`src/rtl/pe_inj_ctrl.sv`:
```
// pe_inj_ctrl: injection controller for one PE's 2-VC flit source memory.
//
// Issues rd_en to the flit memory (rd_en doubles as the crossbar arbiter
// request). A flit moves on any cycle with rd_en & grt. Packets stay atomic on
// one VC, downstream credits are tracked per VC, a programmable idle gap is
// inserted between packets, and the run stops after NUM_PKT packets.
//
// Ports:
//   clk        clock, rising edge
//   rst_       asynchronous reset, active-high
//   start      single-cycle pulse, starts a run from IDLE or DONE
//   gap_cfg    idle cycles between a tail flit and the next head flit
//   grt        grant from the crossbar arbiter
//   fifo_ovch  VC of the flit being read (meaningful when rd_en & grt)
//   cred_ret   per-VC credit return pulses (bit0 = VC0, bit1 = VC1)
//   rd_en      read request to flit memory / request to arbiter
//   busy       high in HEAD, BODY, GAP
//   done       high in DONE
//   pkt_cnt    packets completed in the current run
//   cred_err   sticky: credit returned to an already-full counter
module pe_inj_ctrl #(
    parameter int FLITS_PER_PKT = 4,
    parameter int NUM_PKT       = 64,
    parameter int CRED_DEPTH    = 4,
    parameter int CREDW         = 3,
    parameter int GAPW          = 4
) (
    input  logic            clk,
    input  logic            rst_,
    input  logic            start,
    input  logic [GAPW-1:0] gap_cfg,
    input  logic            grt,
    input  logic            fifo_ovch,
    input  logic [1:0]      cred_ret,
    output logic            rd_en,
    output logic            busy,
    output logic            done,
    output logic [6:0]      pkt_cnt,
    output logic            cred_err
);

    typedef enum logic [2:0] {
        S_IDLE,
        S_HEAD,
        S_BODY,
        S_GAP,
        S_DONE
    } state_t;

    localparam logic [CREDW-1:0] CRED_FULL = CREDW'(CRED_DEPTH);
    localparam logic [3:0]       TAIL_IDX  = 4'(FLITS_PER_PKT - 1);
    localparam logic [6:0]       LAST_PKT  = 7'(NUM_PKT - 1);

    state_t                  state, state_nxt;
    logic [1:0][CREDW-1:0]   cred;
    logic [3:0]              flit_cnt;
    logic                    cur_vc;
    logic [GAPW-1:0]         gap_cnt;

    logic                    xfer;
    logic                    xfer_vc;
    logic                    tail;
    logic [1:0]              dec;
    logic                    load_gap;
    logic                    clr_pkt;

    // rd_en depends only on state and credit registers, never on grt, so the
    // arbiter handshake has no combinational loop.
    always_comb begin
        rd_en = 1'b0;
        case (state)
            // Head's VC is unknown until read, so both VCs need credit.
            S_HEAD:  rd_en = (cred[0] != '0) && (cred[1] != '0);
            S_BODY:  rd_en = (cred[cur_vc] != '0);
            default: rd_en = 1'b0;
        endcase
    end

    assign busy    = (state == S_HEAD) || (state == S_BODY) || (state == S_GAP);
    assign done    = (state == S_DONE);
    assign xfer    = rd_en & grt;
    // Body flits always go on the VC latched at the head.
    assign xfer_vc = (state == S_HEAD) ? fifo_ovch : cur_vc;
    assign tail    = (state == S_BODY) && xfer && (flit_cnt == TAIL_IDX);
    assign dec[0]  = xfer & ~xfer_vc;
    assign dec[1]  = xfer &  xfer_vc;

    always_comb begin
        state_nxt = state;
        load_gap  = 1'b0;
        clr_pkt   = 1'b0;
        case (state)
            S_IDLE, S_DONE: begin
                if (start) begin
                    state_nxt = S_HEAD;
                    clr_pkt   = 1'b1;
                end
            end
            S_HEAD: begin
                if (xfer) state_nxt = S_BODY;
            end
            S_BODY: begin
                if (tail) begin
                    if (pkt_cnt == LAST_PKT) begin
                        state_nxt = S_DONE;
                    end else if (gap_cfg == '0) begin
                        state_nxt = S_HEAD;
                    end else begin
                        state_nxt = S_GAP;
                        load_gap  = 1'b1;
                    end
                end
            end
            S_GAP: begin
                if (gap_cnt == GAPW'(1)) state_nxt = S_HEAD;
            end
            default: state_nxt = S_IDLE;
        endcase
    end

    always_ff @(posedge clk or posedge rst_) begin
        if (rst_) begin
            state    <= S_IDLE;
            flit_cnt <= '0;
            cur_vc   <= 1'b0;
            gap_cnt  <= '0;
            pkt_cnt  <= '0;
        end else begin
            state <= state_nxt;
            if (state == S_HEAD && xfer) begin
                cur_vc   <= fifo_ovch;
                flit_cnt <= 4'd1;
            end else if (state == S_BODY && xfer) begin
                flit_cnt <= flit_cnt + 4'd1;
            end
            if (load_gap) begin
                gap_cnt <= gap_cfg;
            end else if (state == S_GAP) begin
                gap_cnt <= gap_cnt - GAPW'(1);
            end
            if (clr_pkt) begin
                pkt_cnt <= '0;
            end else if (tail) begin
                pkt_cnt <= pkt_cnt + 7'd1;
            end
        end
    end

    // Credits update in every state. A use and a return on the same VC in
    // the same cycle cancel out; a return to a full counter is an error.
    always_ff @(posedge clk or posedge rst_) begin
        if (rst_) begin
            cred     <= {CRED_FULL, CRED_FULL};
            cred_err <= 1'b0;
        end else begin
            for (int v = 0; v < 2; v++) begin
                if (dec[v] && !cred_ret[v]) begin
                    cred[v] <= cred[v] - CREDW'(1);
                end else if (cred_ret[v] && !dec[v]) begin
                    if (cred[v] == CRED_FULL) cred_err <= 1'b1;
                    else                      cred[v]  <= cred[v] + CREDW'(1);
                end
            end
        end
    end

endmodule

```
`config.mk`:
```
export PLATFORM = sky130hd
export DESIGN_NAME = pe_inj_ctrl
export DESIGN_NICKNAME = d
export VERILOG_FILES = /design/src/rtl/pe_inj_ctrl.sv
export SDC_FILE = /design/constraint.sdc
export NUM_CORES = 1
export LEC_CHECK = 0
export CORE_ASPECT_RATIO = 1.25
export CORE_MARGIN = 10
export CORE_UTILIZATION = 40
export DETAILED_ROUTE_END_ITERATION = 8
export MAX_ROUTING_LAYER = met4
export PLACE_DENSITY = 0.69
export SLEW_MARGIN = 30
export SYNTH_ARGS = -nofsm -noshare
export SYNTH_HDL_FRONTEND = slang
export SYNTH_SLANG_ARGS = --single-unit
```
`constraint.sdc`:
```
create_clock -name clk -period 8.3 [get_ports clk]
set_input_delay 0.83 -clock clk [delete_from_list [all_inputs] [get_ports clk]]
set_output_delay 0.83 -clock clk [all_outputs]
set_load 0.1 [all_outputs]
```
* Word-level counts from Yosys, hierarchy flattened
Cells that the tools add are included.
Storage, ports and cells: flip-flop bits (word level) 26, output and inout bits 11, word-level logic and storage cells 98
Cells by class: add/sub/neg operators 7, $lt $le $gt $ge 1, equality and inequality tests 15, muxes and demuxes 35, bitwise operators 4, reductions and logical operators 28
Operators by type and width (number):
- 2-to-1 mux 3 bit | 13
- 2-to-1 mux 4 bit | 4
- 2-to-1 mux 7 bit | 2
- 2-to-1 mux 1 bit | 13
- one-hot mux 3 bit (4 select lines) | 1
- inequality test 2 bit (second input constant) | 5
- nonzero test 2 bit | 5
- == test 3 bit (second input constant) | 3
- nonzero test 3 bit | 3
- logical AND 1 bit | 8
- adder 7 x 1 -> 7 bit (second input constant) | 1
- == test 7 x 6 -> 1 bit (second input constant) | 1
- adder 3 x 1 -> 3 bit (second input constant) | 2
- == test 3 x 2 -> 1 bit (second input constant) | 2
- subtractor 3 x 1 -> 3 bit (second input constant) | 2
- adder 4 x 1 -> 4 bit (second input constant) | 1
- == test 4 x 1 -> 1 bit (second input constant) | 1
- == test 4 x 2 -> 1 bit (second input constant) | 1
- zero test 1 bit | 4
- zero test 4 bit | 1
- AND reduction 2 bit | 2
- AND reduction 4 bit | 1
- subtractor 4 x 1 -> 4 bit (second input constant) | 1
- bitwise AND 1 bit | 3
- 9 further kinds | 10

* Depth between registers and ports, before layout
word-level depth 13, mapped depth 14, mapped depth without buffers 12

* Worst setup path before layout
No wires, ideal clock.
path kind reg2reg, start point reg state[0], end point reg cred[2] (netlist name), setup time 0.085 ns, arrival time 2.670 ns, data required time 8.215 ns, path slack 5.545 ns, cell stages (with the launch flop) 15, path buffers 2, clock period less this slack 2.755 ns, cell sequence dfrtp_1 -> buf_6 -> or3b_1 -> buf_6 -> nor3_2 -> o21a_1 -> nand2_1 -> inv_1 -> ha_1 -> inv_1 -> fa_1 -> nor3_1 -> a21oi_1 -> o21ai_0 -> o31ai_1
On the way: longest elaborated chain between the ends 8, elaborated cells on any way between the ends 14, those cells by class 3 x eq/ne; 3 x mux; 3 x bitwise; 5 x reduce/logical
Ends and longest elaborated chain:
- start, declared | RTL line 54 | state_t state, state_nxt;
- start signal, assigned | RTL line 129 | state <= state_nxt;
- == test 3 x 2 -> 1 bit or == test 3 x 1 -> 1 bit (tied branches) | RTL line 71, 83
- one-hot mux 1 bit (2 select lines) or 2-to-1 mux 1 bit (tied branches) | RTL line 71, 83
- bitwise AND 1 bit or NOT 1 bit (tied branches) | RTL line 81, 85
- bitwise AND 1 bit * | RTL line 85 | assign dec[0] = xfer & ~xfer_vc;
- zero test 1 bit | RTL line 159 | end else if (cred_ret[v] && !dec[v]) begin
- logical AND 1 bit | RTL line 159
- nonzero test 2 bit (no line)
- AND reduction 2 bit (no line)
- end signal, assigned | RTL line 153 | cred <= {CRED_FULL, CRED_FULL};
- end signal, assigned by index | RTL line 158 | cred[v] <= cred[v] - CREDW'(1);
- end signal, assigned by index | RTL line 161 | else cred[v] <= cred[v] + CREDW'(1);
- end, declared | RTL line 55 | logic [1:0][CREDW-1:0] cred;
Every way passes the cells marked *; elsewhere a longest branch is shown, timed or not. A chain may end at the register's enable or synchronous reset.

* Final worst setup path
start point reg cred[4] (netlist name), end point out rd_en
On the way: longest elaborated chain between the ends 4, elaborated cells on any way between the ends 6, those cells by class 3 x mux; 3 x reduce/logical
Ends and longest elaborated chain:
- 2-to-1 mux 3 bit (implied by the code) (2 in series) | RTL line 74 | S_BODY: rd_en = (cred[cur_vc] != '0);
- nonzero test 3 bit | RTL line 74
- one-hot mux 1 bit (2 select lines) * | RTL line 71 | case (state)
- end, declared | RTL line 35 | output logic rd_en,
Every way passes the cells marked *; elsewhere a longest branch is shown, timed or not. The select of a mux whose other input is x is not followed.

==> flow_summary.json <==
{
  "clock_skew_ns": 0.00496,
  "port_buffers": 21,
  "netlist.top_cell.by_area": "dfrtp_1",
  "critPathCaptureType": "output pin",
  "grt_overflow": 0,
  "critical-path-max-stage-delay_ns": 0.98,
  "layout.nets": 221,
  "final_util_pct": 48.6,
  "synth_flop_cell": "dfrtp_1",
  "power_density_nw_per_um2": 328,
  "synthesis.nets": 200,
  "ys_async_sr_fraction_pct": 100,
  "synth.distinct_cells": 50,
  "die_area_um2": 7180,
  "synth_edf_count": 0,
  "post_cts_resized": 0,
  "cts_tree": "yes",
  "ios": 22,
  "period_share_pct": 45.0,
  "drtIter0Drc": 80,
  "hold_buffers": 0,
  "fmax_ghz": 0.268,
  "cts_inserted_buffers": 3,
  "rsz0062_at_grt": "false",
  "power_leakage_nw": 0.879,
  "drc": 0,
  "cts_max_path_buffers": 2,
  "routedWlPerCell_um": 13.0,
  "worstPathMaxFanout": 6,
  "grt_pass1_wl_um": 5720,
  "vias": 1316,
  "grt_pass1_vias": 1285,
  "place_congestion": 0.783,
  "synth_top_area_share_pct": 36.0,
  "core-area_um2": 4070,
  "post-cts-setup-buffers": 0,
  "hold_depth": 1,
  "fin_setup_tns_ns": 0,
  "status": "finished clean",
  "synth_area_leaders": "dfrtp_1 36%, ha_1 6.0%, xor2_1 5.2%, nor2_1 4.3%, inv_1 4.0%",
  "die_x_um": 77.8,
  "htreeDepth": 1,
  "worstPathRequired_ns": 7.47,
  "fillCellCount": 419,
  "path_clk_slew_ns": 0.09,
  "drt-pass1-iter-count": 4,
  "fin_total_pwr_w": 0.000649,
  "postSynthCellCount": 179,
  "synth_area_per_cell_um2": 9.33,
  "ys_ff_latch": 26,
  "worst_skew_pair.late_latency_ns": 0.27,
  "finalMaxSlewViolations": 0,
  "final_layout_size_suffix_gt1_share_pct": 8.04,
  "cts_num_sinks": 26,
  "worstRegToRegCells": 12,
  "synthesis.area_um2": 1670,
  "max_slew_margin_pct": 33.9,
  "rows": 26,
  "crit_path_start_kind": "flop",
  "finalSetupViolCount": 0,
  "rrSetupSlack_ns": 5.28,
  "track_usage_pct": 9.89,
  "syn_to_final_growth_pct": 18.4,
  "initial_core_util_pct": 41.1,
  "vias_per_cell": 5.16,
  "synth-seq-area-share_pct": 39.1,
  "yosys_warnings": 0,
  "arrival_ns": 2.90,
  "max_slew.worst_pin.slew_ns": 0.989,
  "antenna_found_initial": 0,
  "maxCapViolCount": 0,
  "hp-class": "flop to flop",
  "root_buffer": "clkbuf_8",
  "worst_path_max_delay_cell": "clkdlybuf4s50_1",
  "fp.dieH_um": 92.3,
  "wirelength_um": 3320,
  "crit_type": "flop to output pin",
  "diodes": 0,
  "period_needed_ns": 3.73,
  "hold_violations": 0,
  "ir_drop_mv": 0.271,
  "hpwlAfterDp_um": 2600,
  "path_cells": "nor4b_1 > nor3_2 > or2_2 > clkdlybuf4s50_1",
  "grt_max_degree": 27,
  "final_antenna_net_count": 0
}
[layout make-up]
| class | instances | area [µm²] | area share [%] |
|---|---|---|---|
| timing repair buffer | 21 | 210 | 10.6 |
| clock inverter | 1 | 30.0 | 1.52 |
| multi-input combinational | 130 | 905 | 45.8 |
| clock buffer | 3 | 41.3 | 2.09 |
| inverter | 18 | 67.6 | 3.42 |
| sequential | 26 | 653 | 33.0 |
| tap | 56 | 70.1 | 3.54 |
[kinds of logic after synthesis]
logic type / Yosys count / synth area share, %
xor+xnor: 12 / 6.29
compound gates: 35 / 13.3
buf+inv: 23 / 6.74
fa+ha+maj: 10 / 8.39
simple gates: 68 / 22.7
mux: 5 / 3.45
flops: 26 / 39.1
[worst max-delay path: cells and delay by family, from the launching register on]
kind | cells | cell delay, ns
AND/OR/NAND/NOR | 3 | 1.21
buffers and inverters | 1 | 0.98
flip-flops | 1 | 0.44
[Yosys cell counts (all sizes together) (3+ instances only)]
cell type,n
and2,3
buf,4
inv,18
a31oi,3
xor2,10
ha,8
nor3,3
mux2,3
dfrtp,24
nor2,19
a21oi,9
nand3,3
nand2,15
and3,5
o21ai,11
[routing by layer]
layer / up-vias / wire length, µm / share of wire, % / global-route usage, %
li1: 661 / - / - / -
met1: 624 / 1530 / 46 / 11.3
met2: 25 / 1610 / 48 / 15.8
met3: 6 / 118 / 3.6 / 2.15
met4: 0 / 61 / 1.8 / 5.18
met5: - / 0 / 0 / -
[sequential cells by signal, summed over array words and instances, names as in the netlist]
signal / count
gap_cnt: 4
pkt_cnt: 7
state: 3
cur_vc: 1
flit_cnt: 4
cred_err: 1
cred: 6
[placed cells by master (no fill, tap or decap), types with 2 or more instances in the layout]
| cell | count |
|---|---|
| nand2_1 | 15 |
| inv_1 | 17 |
| xnor2_1 | 2 |
| nor4_1 | 2 |
| nand3_1 | 3 |
| xor2_1 | 10 |
| mux2_2 | 2 |
| ha_1 | 8 |
| clkbuf_8 | 3 |
| o21ai_0 | 11 |
| nand4_1 | 2 |
| clkdlybuf4s50_1 | 21 |
| dfrtp_1 | 24 |
| fa_1 | 2 |
| nor3b_1 | 2 |
| a31oi_1 | 3 |
| dfstp_2 | 2 |
| o31ai_1 | 2 |
| nor2_1 | 19 |
| nor3_1 | 2 |
| and2_1 | 3 |
| a21oi_1 | 9 |
| and3_1 | 5 |
| or3_1 | 2 |
| mux2i_1 | 2 |
[final timing paths]
check	from	end
hold / removal	cred[3]$_DFFE_PP0P_	cred_err$_DFF_PP0_
hold reg to reg	cred[3]$_DFFE_PP0P_	cred_err$_DFF_PP0_
max in group asynchronous	rst_	cred[5]$_DFFE_PP1P_
min in group asynchronous	rst_	cred[0]$_DFFE_PP0P_
setup reg to reg	state[2]$_DFFE_PP0P_	cred[2]$_DFFE_PP1P_
setup / recovery	cred[4]$_DFFE_PP0P_	rd_en
[stage by stage]
stage | cell area [µm²] | hold slack, ns | cells | worst slack [ns]
2_1_floorplan | 1670 | 0.457 | 179 | 5.55
3_3_place_gp | 1910 | 0.478 | 251 | 4.91
5_1_grt | 1980 | 0.538 | 255 | 4.45
3_5_place_dp | 1910 | 0.478 | 251 | 4.89
4_1_cts | 1980 | 0.513 | 255 | 4.57
6_report | 1980 | 0.505 | 255 | 4.57
[power breakdown]
part / total, W / switching, W / internal, W / leakage (nW)
Combinational: 0.000326 / 0.000201 / 0.000125 / 0.520
Clock: 0.000106 / 0.0000413 / 0.0000646 / 0.0357
Sequential: 0.000216 / 0.0000452 / 0.000171 / 0.324
No activity file was read; power rests on OpenSTA's default activity.
